<file path="src/rtl/mux_arb_pkg.sv">
// Shared definitions for the round-robin mux arbiter: FSM states, widths and
// the mux select code each requester needs.
package mux_arb_pkg;

  localparam int N_REQ  = 4;
  localparam int DATA_W = 32;
  localparam int CNT_W  = 4;

  typedef enum logic {
    IDLE  = 1'b0,
    GRANT = 1'b1
  } arb_state_t;

  // Indexed by requester, each entry is {switch2,switch1}.
  localparam logic [N_REQ-1:0][1:0] SEL_CODES = {2'b00, 2'b10, 2'b01, 2'b11};

endpackage

</file>
<file path="src/rtl/mux.sv">
// 32-bit 4:1 datapath mux steered by the two select lines.
module mux
  import mux_arb_pkg::*;
(
  input  logic [DATA_W-1:0] cin1,
  input  logic [DATA_W-1:0] cin2,
  input  logic [DATA_W-1:0] cin3,
  input  logic [DATA_W-1:0] cin4,
  input  logic              switch1,
  input  logic              switch2,
  output logic [DATA_W-1:0] cout
);

  always_comb begin
    case ({switch2, switch1})
      2'b11:   cout = cin1;
      2'b01:   cout = cin2;
      2'b10:   cout = cin3;
      default: cout = cin4;
    endcase
  end

endmodule

</file>
<file path="src/rtl/mux_rr_arbiter.sv">
// Round-robin owner selection for the shared mux, with bounded bursts and a
// registered valid/ready output stage.
module mux_rr_arbiter
  import mux_arb_pkg::*;
#(
  parameter int MAX_BURST = 4
) (
  input  logic              clk,
  input  logic              rst_n,
  input  logic [N_REQ-1:0]  req,
  input  logic [DATA_W-1:0] din0,
  input  logic [DATA_W-1:0] din1,
  input  logic [DATA_W-1:0] din2,
  input  logic [DATA_W-1:0] din3,
  output logic [N_REQ-1:0]  gnt,
  output logic              out_valid,
  output logic [DATA_W-1:0] out_data,
  input  logic              out_ready,
  output logic              switch1,
  output logic              switch2,
  output logic              busy
);

  arb_state_t        state, state_next;
  logic [1:0]        ptr;
  logic [1:0]        owner;
  logic [CNT_W-1:0]  beat_cnt;
  logic [DATA_W-1:0] mux_out;
  logic              space;
  logic              beat;
  logic              last_beat;
  logic              exit_grant;

  // Lowest-offset requester from start wins; scanning downward lets it overwrite.
  function automatic logic [1:0] rr_pick(input logic [N_REQ-1:0] r, input logic [1:0] start);
    logic [1:0] idx;
    rr_pick = start;
    for (int i = N_REQ - 1; i >= 0; i--) begin
      idx = start + 2'(i);
      if (r[idx]) rr_pick = idx;
    end
  endfunction

  assign {switch2, switch1} = SEL_CODES[owner];

  mux u_mux (
    .cin1    (din0),
    .cin2    (din1),
    .cin3    (din2),
    .cin4    (din3),
    .switch1 (switch1),
    .switch2 (switch2),
    .cout    (mux_out)
  );

  assign space      = !out_valid || out_ready;
  assign beat       = (state == GRANT) && req[owner] && space;
  assign last_beat  = beat && (beat_cnt == CNT_W'(MAX_BURST - 1));
  assign exit_grant = (state == GRANT) && (!req[owner] || last_beat);

  always_ff @(posedge clk or negedge rst_n) begin
    if (!rst_n) state <= IDLE;
    else        state <= state_next;
  end

  always_comb begin
    state_next = state;
    case (state)
      IDLE:    if (|req) state_next = GRANT;
      GRANT:   if (exit_grant) state_next = IDLE;
      default: state_next = IDLE;
    endcase
  end

  always_comb begin
    busy = (state == GRANT);
    gnt  = '0;
    if (beat) gnt[owner] = 1'b1;
  end

  always_ff @(posedge clk or negedge rst_n) begin
    if (!rst_n) begin
      ptr      <= '0;
      owner    <= '0;
      beat_cnt <= '0;
    end else begin
      if (state == IDLE && |req) begin
        owner    <= rr_pick(req, ptr);
        beat_cnt <= '0;
      end else if (beat) begin
        beat_cnt <= beat_cnt + 1'b1;
      end
      if (exit_grant) ptr <= owner + 2'd1;
    end
  end

  // A new beat takes priority over draining, so accept+drain keeps valid high.
  always_ff @(posedge clk or negedge rst_n) begin
    if (!rst_n) begin
      out_valid <= 1'b0;
      out_data  <= '0;
    end else if (beat) begin
      out_valid <= 1'b1;
      out_data  <= mux_out;
    end else if (out_valid && out_ready) begin
      out_valid <= 1'b0;
    end
  end

endmodule

</file>
<file path="config.mk">
export PLATFORM = sky130hd
export DESIGN_NAME = mux_rr_arbiter
export DESIGN_NICKNAME = d
export VERILOG_FILES = /design/src/rtl/mux_arb_pkg.sv /design/src/rtl/mux.sv /design/src/rtl/mux_rr_arbiter.sv
export SDC_FILE = /design/constraint.sdc
export NUM_CORES = 1
export LEC_CHECK = 0
export ABC_CLOCK_PERIOD_IN_PS = 2000
export CORE_MARGIN = 8
export CORE_UTILIZATION = 33
export DETAILED_ROUTE_END_ITERATION = 16
export GPL_ROUTABILITY_DRIVEN = 0
export PLACE_DENSITY = 0.84
export SKIP_LAST_GASP = 1
export SLEW_MARGIN = 0
export SYNTH_ARGS = -nofsm -noshare
export SYNTH_HDL_FRONTEND = slang
export SYNTH_HIERARCHICAL = 1
export SYNTH_SLANG_ARGS = --single-unit
</file>
<file path="constraint.sdc">
create_clock -name clk -period 2 [get_ports clk]
set_input_delay 0.5 -clock clk [delete_from_list [all_inputs] [get_ports clk]]
set_output_delay 0.5 -clock clk [all_outputs]
set_load 0.01 [all_outputs]
</file>
Word level (Yosys, flattened, before mapping)
Cells that the tools add are included.
{ "op_classes": {"muxes": 27, "addsub": 5, "eq_ne": 4, "n_lt_le_gt_ge": 6, "n_reduce_logical": 14, "bitwise": 1} }
{ "op_table": {"columns": ["op", "count"], "rows": [
  ["$pmux W32 S3", 1],
  ["$lt A2 B3 Y1 const B", 5],
  ["$mux W4", 3],
  ["$bmux W1 S2", 5],
  ["$mux W1", 10],
  ["$mux W2", 5],
  ["$logic_and A1 B1 Y1", 7],
  ["$add A2 B1 Y2 const B", 2],
  ["$add A2 B2 Y2 const B", 2],
  ["$add A4 B1 Y4 const B", 1],
  ["$bmux W2 S2", 1],
  ["$eq A2 B2 Y1 const B", 2],
  ["$eq A4 B2 Y1 const B", 1],
  ["$reduce_bool A2 Y1", 2],
  ["$reduce_or A4 Y1", 1],
  ["$demux W1 S2", 1],
  ["$eq A2 B1 Y1 const B", 1],
  ["$ge A2 B1 Y1 const B", 1],
  ["$logic_not A1 Y1", 2],
  ["$logic_or A1 B1 Y1", 2],
  ["$pmux W1 S2", 1],
  ["$not A1 Y1", 1]
]} }
{ "word_totals": {"ff_bits": 42, "out_inout_bits": 40, "elab_cells": 63, "in_bits": 135} }

Logic depth before layout (Yosys ltp)
{ "depth": {"depth_word": 9, "mapped_depth": 8, "ltp_nobuf": 7} }

Modules after synthesis
The synthesis kept the hierarchy.
{ "modules_own_cells": {"columns": ["mod", "seq_area_each_um2", "area_per_inst_um2", "n_inst", "cells_each"], "rows": [
  ["mux_rr_arbiter", 1051.0, 1844.3, 1, 202],
  ["mux", 0.0, 814.5, 1, 39]
]} }

Least setup slack after synthesis
No wires, ideal clock.
{ "synth_path": {"kind": "input to output", "from": "input req[3]", "to": "output gnt[1]", "stages": 4, "n_path_buf": 1, "setup_slack_ns": 0.003, "t_required_ns": 1.500, "t_arrival_ns": 1.497, "path_cell_list": "mux4_2 > and3_4 > buf_6 > and2_1"} }
{ "synth_between": {"elab_chain_cells": 5} }
{ "synth_rtl": {"columns": ["item", "line_no", "rtl"], "rows": [
  ["from (decl)", "mux_rr_arbiter.sv:10", "input logic [N_REQ-1:0] req,"],
  ["$bmux W1 S2", "mux_rr_arbiter.sv:57", "assign beat = (state == GRANT) && req[owner] && space;"],
  ["$mux W1 (implied by the code)", "mux_rr_arbiter.sv:57", null],
  ["$logic_and A1 B1 Y1 (2 in a row)", "mux_rr_arbiter.sv:57", null],
  ["$mux W4", "mux_rr_arbiter.sv:78", "if (beat) gnt[owner] = 1'b1;"],
  ["to (decl)", "mux_rr_arbiter.sv:15", "output logic [N_REQ-1:0] gnt,"]
]} }
Every way passes these cells. The select of a mux whose other input is x is not followed.

Worst setup path in the final report
{ "layout_path": {"from": "input out_ready", "to": "output gnt[3]"} }
{ "layout_between": {"elab_chain_cells": 3} }
{ "layout_rtl": {"columns": ["item", "line_no", "rtl"], "rows": [
  ["from (decl)", "mux_rr_arbiter.sv:18", "input logic out_ready,"],
  ["$logic_or A1 B1 Y1", "mux_rr_arbiter.sv:56", "assign space = !out_valid || out_ready;"],
  ["$logic_and A1 B1 Y1", "mux_rr_arbiter.sv:57", null],
  ["$mux W4", "mux_rr_arbiter.sv:78", null]
]} }
Every way passes these cells.

==> impl_results.md <==
- Pleak: 2.01 nW
- Vias in the first global route: 2942
- Hold crit path type: input pin to asynchronous set/reset pin
- Synthesized area: 2660 um^2
- CP Max Fanout: 3
- CP Class: input pin to output pin
- Total CTS buffers: 5
- GR Util met2: 30.7%
- Io pins: 175
- GR Overflow Total: 0
- Dominant cell by count in the synthesized netlist: nand2_1
- Hold buffer count at cts: 0
- FF+latch area: 1050 um^2
- Ys Warns: 6
- CP Depth: 5
- Initial antenna violation count: 1
- Post-synth EDFFs: 0
- CP Data Required Time: 1.50 ns
- Register area share after synthesis: 39.5%
- Routed Antenna Nets: 0
- Clock-pin transition on the worst setup and hold timing paths: 0.08 ns
- Slew Viols, Final: 0
- Reg2reg setup slack: 0.08 ns
- Core Util, Final: 59.5%
- Delay-heaviest family, CP: simple AND/OR/NAND/NOR gates
- Max clock buf depth: 2
- First-pass GRT wire length: 15100 um
- Skew-Pair Late Insertion Delay: 0.28 ns
- Syn Nets: 381
- CP Cell Sequence: clkdlybuf4s50_1, nand2b_1, and3_4, and2_4, buf_6
- Status: complete, but fails checks
- Slowest stage cell, crit path: clkdlybuf4s50_1
- R2R cell count: 7
- Cell Rows: 32
- Share of cells above drive strength 1: 16.7%
- Met1 Usage GRT: 17.6%
- Routed wire length: 9610 um
- H-Tree Depth: 2
- Met3 usage: 7.92%
- Crit path buf inv count: 2
- Unrepaired setup endpoints after global routing: yes
- Vias post-DR: 2578
- Top cells by area, synth: dfrtp_1 40%, mux4_2 26%, nand2_1 15%
- DR pass1 iterations: 4
- Worst clock skew: 0.00681 ns
- Vias per cell: 4.87
- HPWL after DPL: 7820 um
- Nets: 566
- Async set or reset register ratio after synthesis: 100%
- Initial Utilization: 34.2%
- Largest net degree at the start of global routing: 37
- Top cell type's share of synthesized area: 39.5%
- Total GRT Usage: 16.9%
- Max-cap viol count: 0
- Post-synth cell types: 29
- FF-to-FF End: beat_cnt[1]
- DRC violations left: 0
- Port bufs: 174
- Final hold violations: 0
- Setup WS post-layout: -0.152 ns
- CTS tree: done
- Routed wire per std cell: 18.2 um
- Syn-to-layout area delta: 73.7%
- Die outline width: 106 um
- Worst Tran Pin Value: 0.479 ns
- Achievable Freq: 0.465 GHz
- CP startpoint kind: input pin
- Largest area contributor in the netlist: dfrtp_1
- Ys flop type: dfrtp_1
- Failing checks: setup timing
- Fillers: 651
- Max_slew headroom: 68.1%
- Core Area: 7770 um^2
- Die Height: 106 um
- Root Driver: clkbuf_8
- Most frequent cells after synthesis: 106 x nand2_1, 42 x dfrtp_1, 31 x mux4_2
- VDD IR max: 1480 uV
- Worst setup EP type: output pin
- Worst path max stage delay: 0.45 ns
- Period utilization: 108%
- First DRT Iteration DRCs: 58
- CP arrival: 1.65 ns
- Reg2reg start: owner[0]
- Synth Area per Inst: 11.0 um^2
- Clk sinks: 42
- Crit path time final: 2.15 ns
- Die footprint: 11200 um^2
- GRT Max-Usage Layer: met2
- PwrDens: 1250 nW/um^2
- Final setup fails: 4
- Yosys reg bits: 42
- Finished Layout Cells: 529
- Mapped Cells: 241
- Placed cells: 519
- Multi-input logic area: 1460 um^2
[state kept, by name (all words and copies together) (netlist names)]
signal / cells
busy: 1
owner: 2
out_data: 32
out_valid: 1
beat_cnt: 4
ptr: 2
[per-stage QoR]
stage	setup WS (ns)	power, mW	setup TNS [ns]	hold slack, ns	cell area, um^2
after global placement	-0.702	5.13	-10.54	0.457	4510
after CTS	-0.166	5.82	-0.547	0.167	4610
final	-0.152	5.79	-0.494	0.160	4620
after global routing	-0.232	6.26	-0.950	0.182	4620
after floorplan	0.00279	3.84	0	0.204	2660
after detailed placement	-0.747	5.25	-12.80	0.462	4510
[per-layer routing]
metal	vias to the layer above	wire (um)
met5	-	11
met4	2	65
met3	8	1040
met2	126	4980
met1	1236	3510
li1	1206	-
[report_power, final]
group	leakage [nW]	total, mW	switching (mW)	internal, mW
clock	0.0383	0.506	0.265	0.241
sequential	0.521	1.51	0.256	1.25
combinational	1.45	3.77	1.71	2.06
[timing repair]
action	in CTS	in global routing
endpoints found under the setup margin	17	40
resized for setup	35	8
endpoints found under the hold margin	0	0
pin swaps	2	0
buffers inserted	1	1
gates cloned	0	0
[logic make-up (layout without fill, tap and decap cells)]
| kind of cell | after synthesis | in the layout | share of synthesized area [%] |
|---|---|---|---|
| xor gates and xnor gates | 1 | 1 | 0.329 |
| muxes | 37 | 37 | 29.8 |
| DFF | 42 | 42 | 39.5 |
| and+or+nand+nor | 126 | 126 | 19.3 |
| adders and majority gates | 5 | 5 | 2.35 |
| other | 0 | 1 | 0 |
| buffers and inverters | 19 | 204 | 6.21 |
| AOI/OAI and AO/OA | 11 | 11 | 2.45 |
[how the worst max path moves through the flow]
| stage | from | endpoint | slack [ns] |
|---|---|---|---|
| after detailed placement | req[3] | gnt[3] | -0.75 |
| after floorplan | req[3] | gnt[1] | 0.003 |
| after global placement | req[3] | gnt[1] | -0.70 |
| after CTS | owner[0] | gnt[3] | -0.17 |
| after global routing | owner[0] | gnt[3] | -0.23 |
| final | out_ready | gnt[3] | -0.15 |
[layout by cell type (no fill, tap or decap), drive strengths merged, types with 4 or more instances in the layout]
| cell type | n |
|---|---|
| inv | 5 |
| buf | 24 |
| clkdlybuf4s15 | 4 |
| o21ai | 5 |
| clkbuf | 7 |
| mux4 | 33 |
| dfrtp | 42 |
| nor2 | 7 |
| clkdlybuf4s50 | 163 |
| nand2 | 106 |
| ha | 5 |
[layout make-up]
cell class / instances / share of cell area (%)
Inverter: 5 / 0.406
Clock buffer: 7 / 1.65
Antenna cell: 1 / 0.0542
Tap cell: 102 / 2.76
Sequential cell: 42 / 22.8
Timing Repair Buffer: 192 / 40.8
Multi-Input combinational cell: 180 / 31.6
[worst register-to-register path: cells and delay by family (launching register included)]
family | cells | cell delay, ns
buffers and inverters | 3 | 0.57
muxes | 1 | 0.53
AOI/OAI and AO/OA | 1 | 0.16
DFF | 1 | 0.39
and+or+nand+nor | 2 | 0.20
Power figures use the tool's default switching activity.
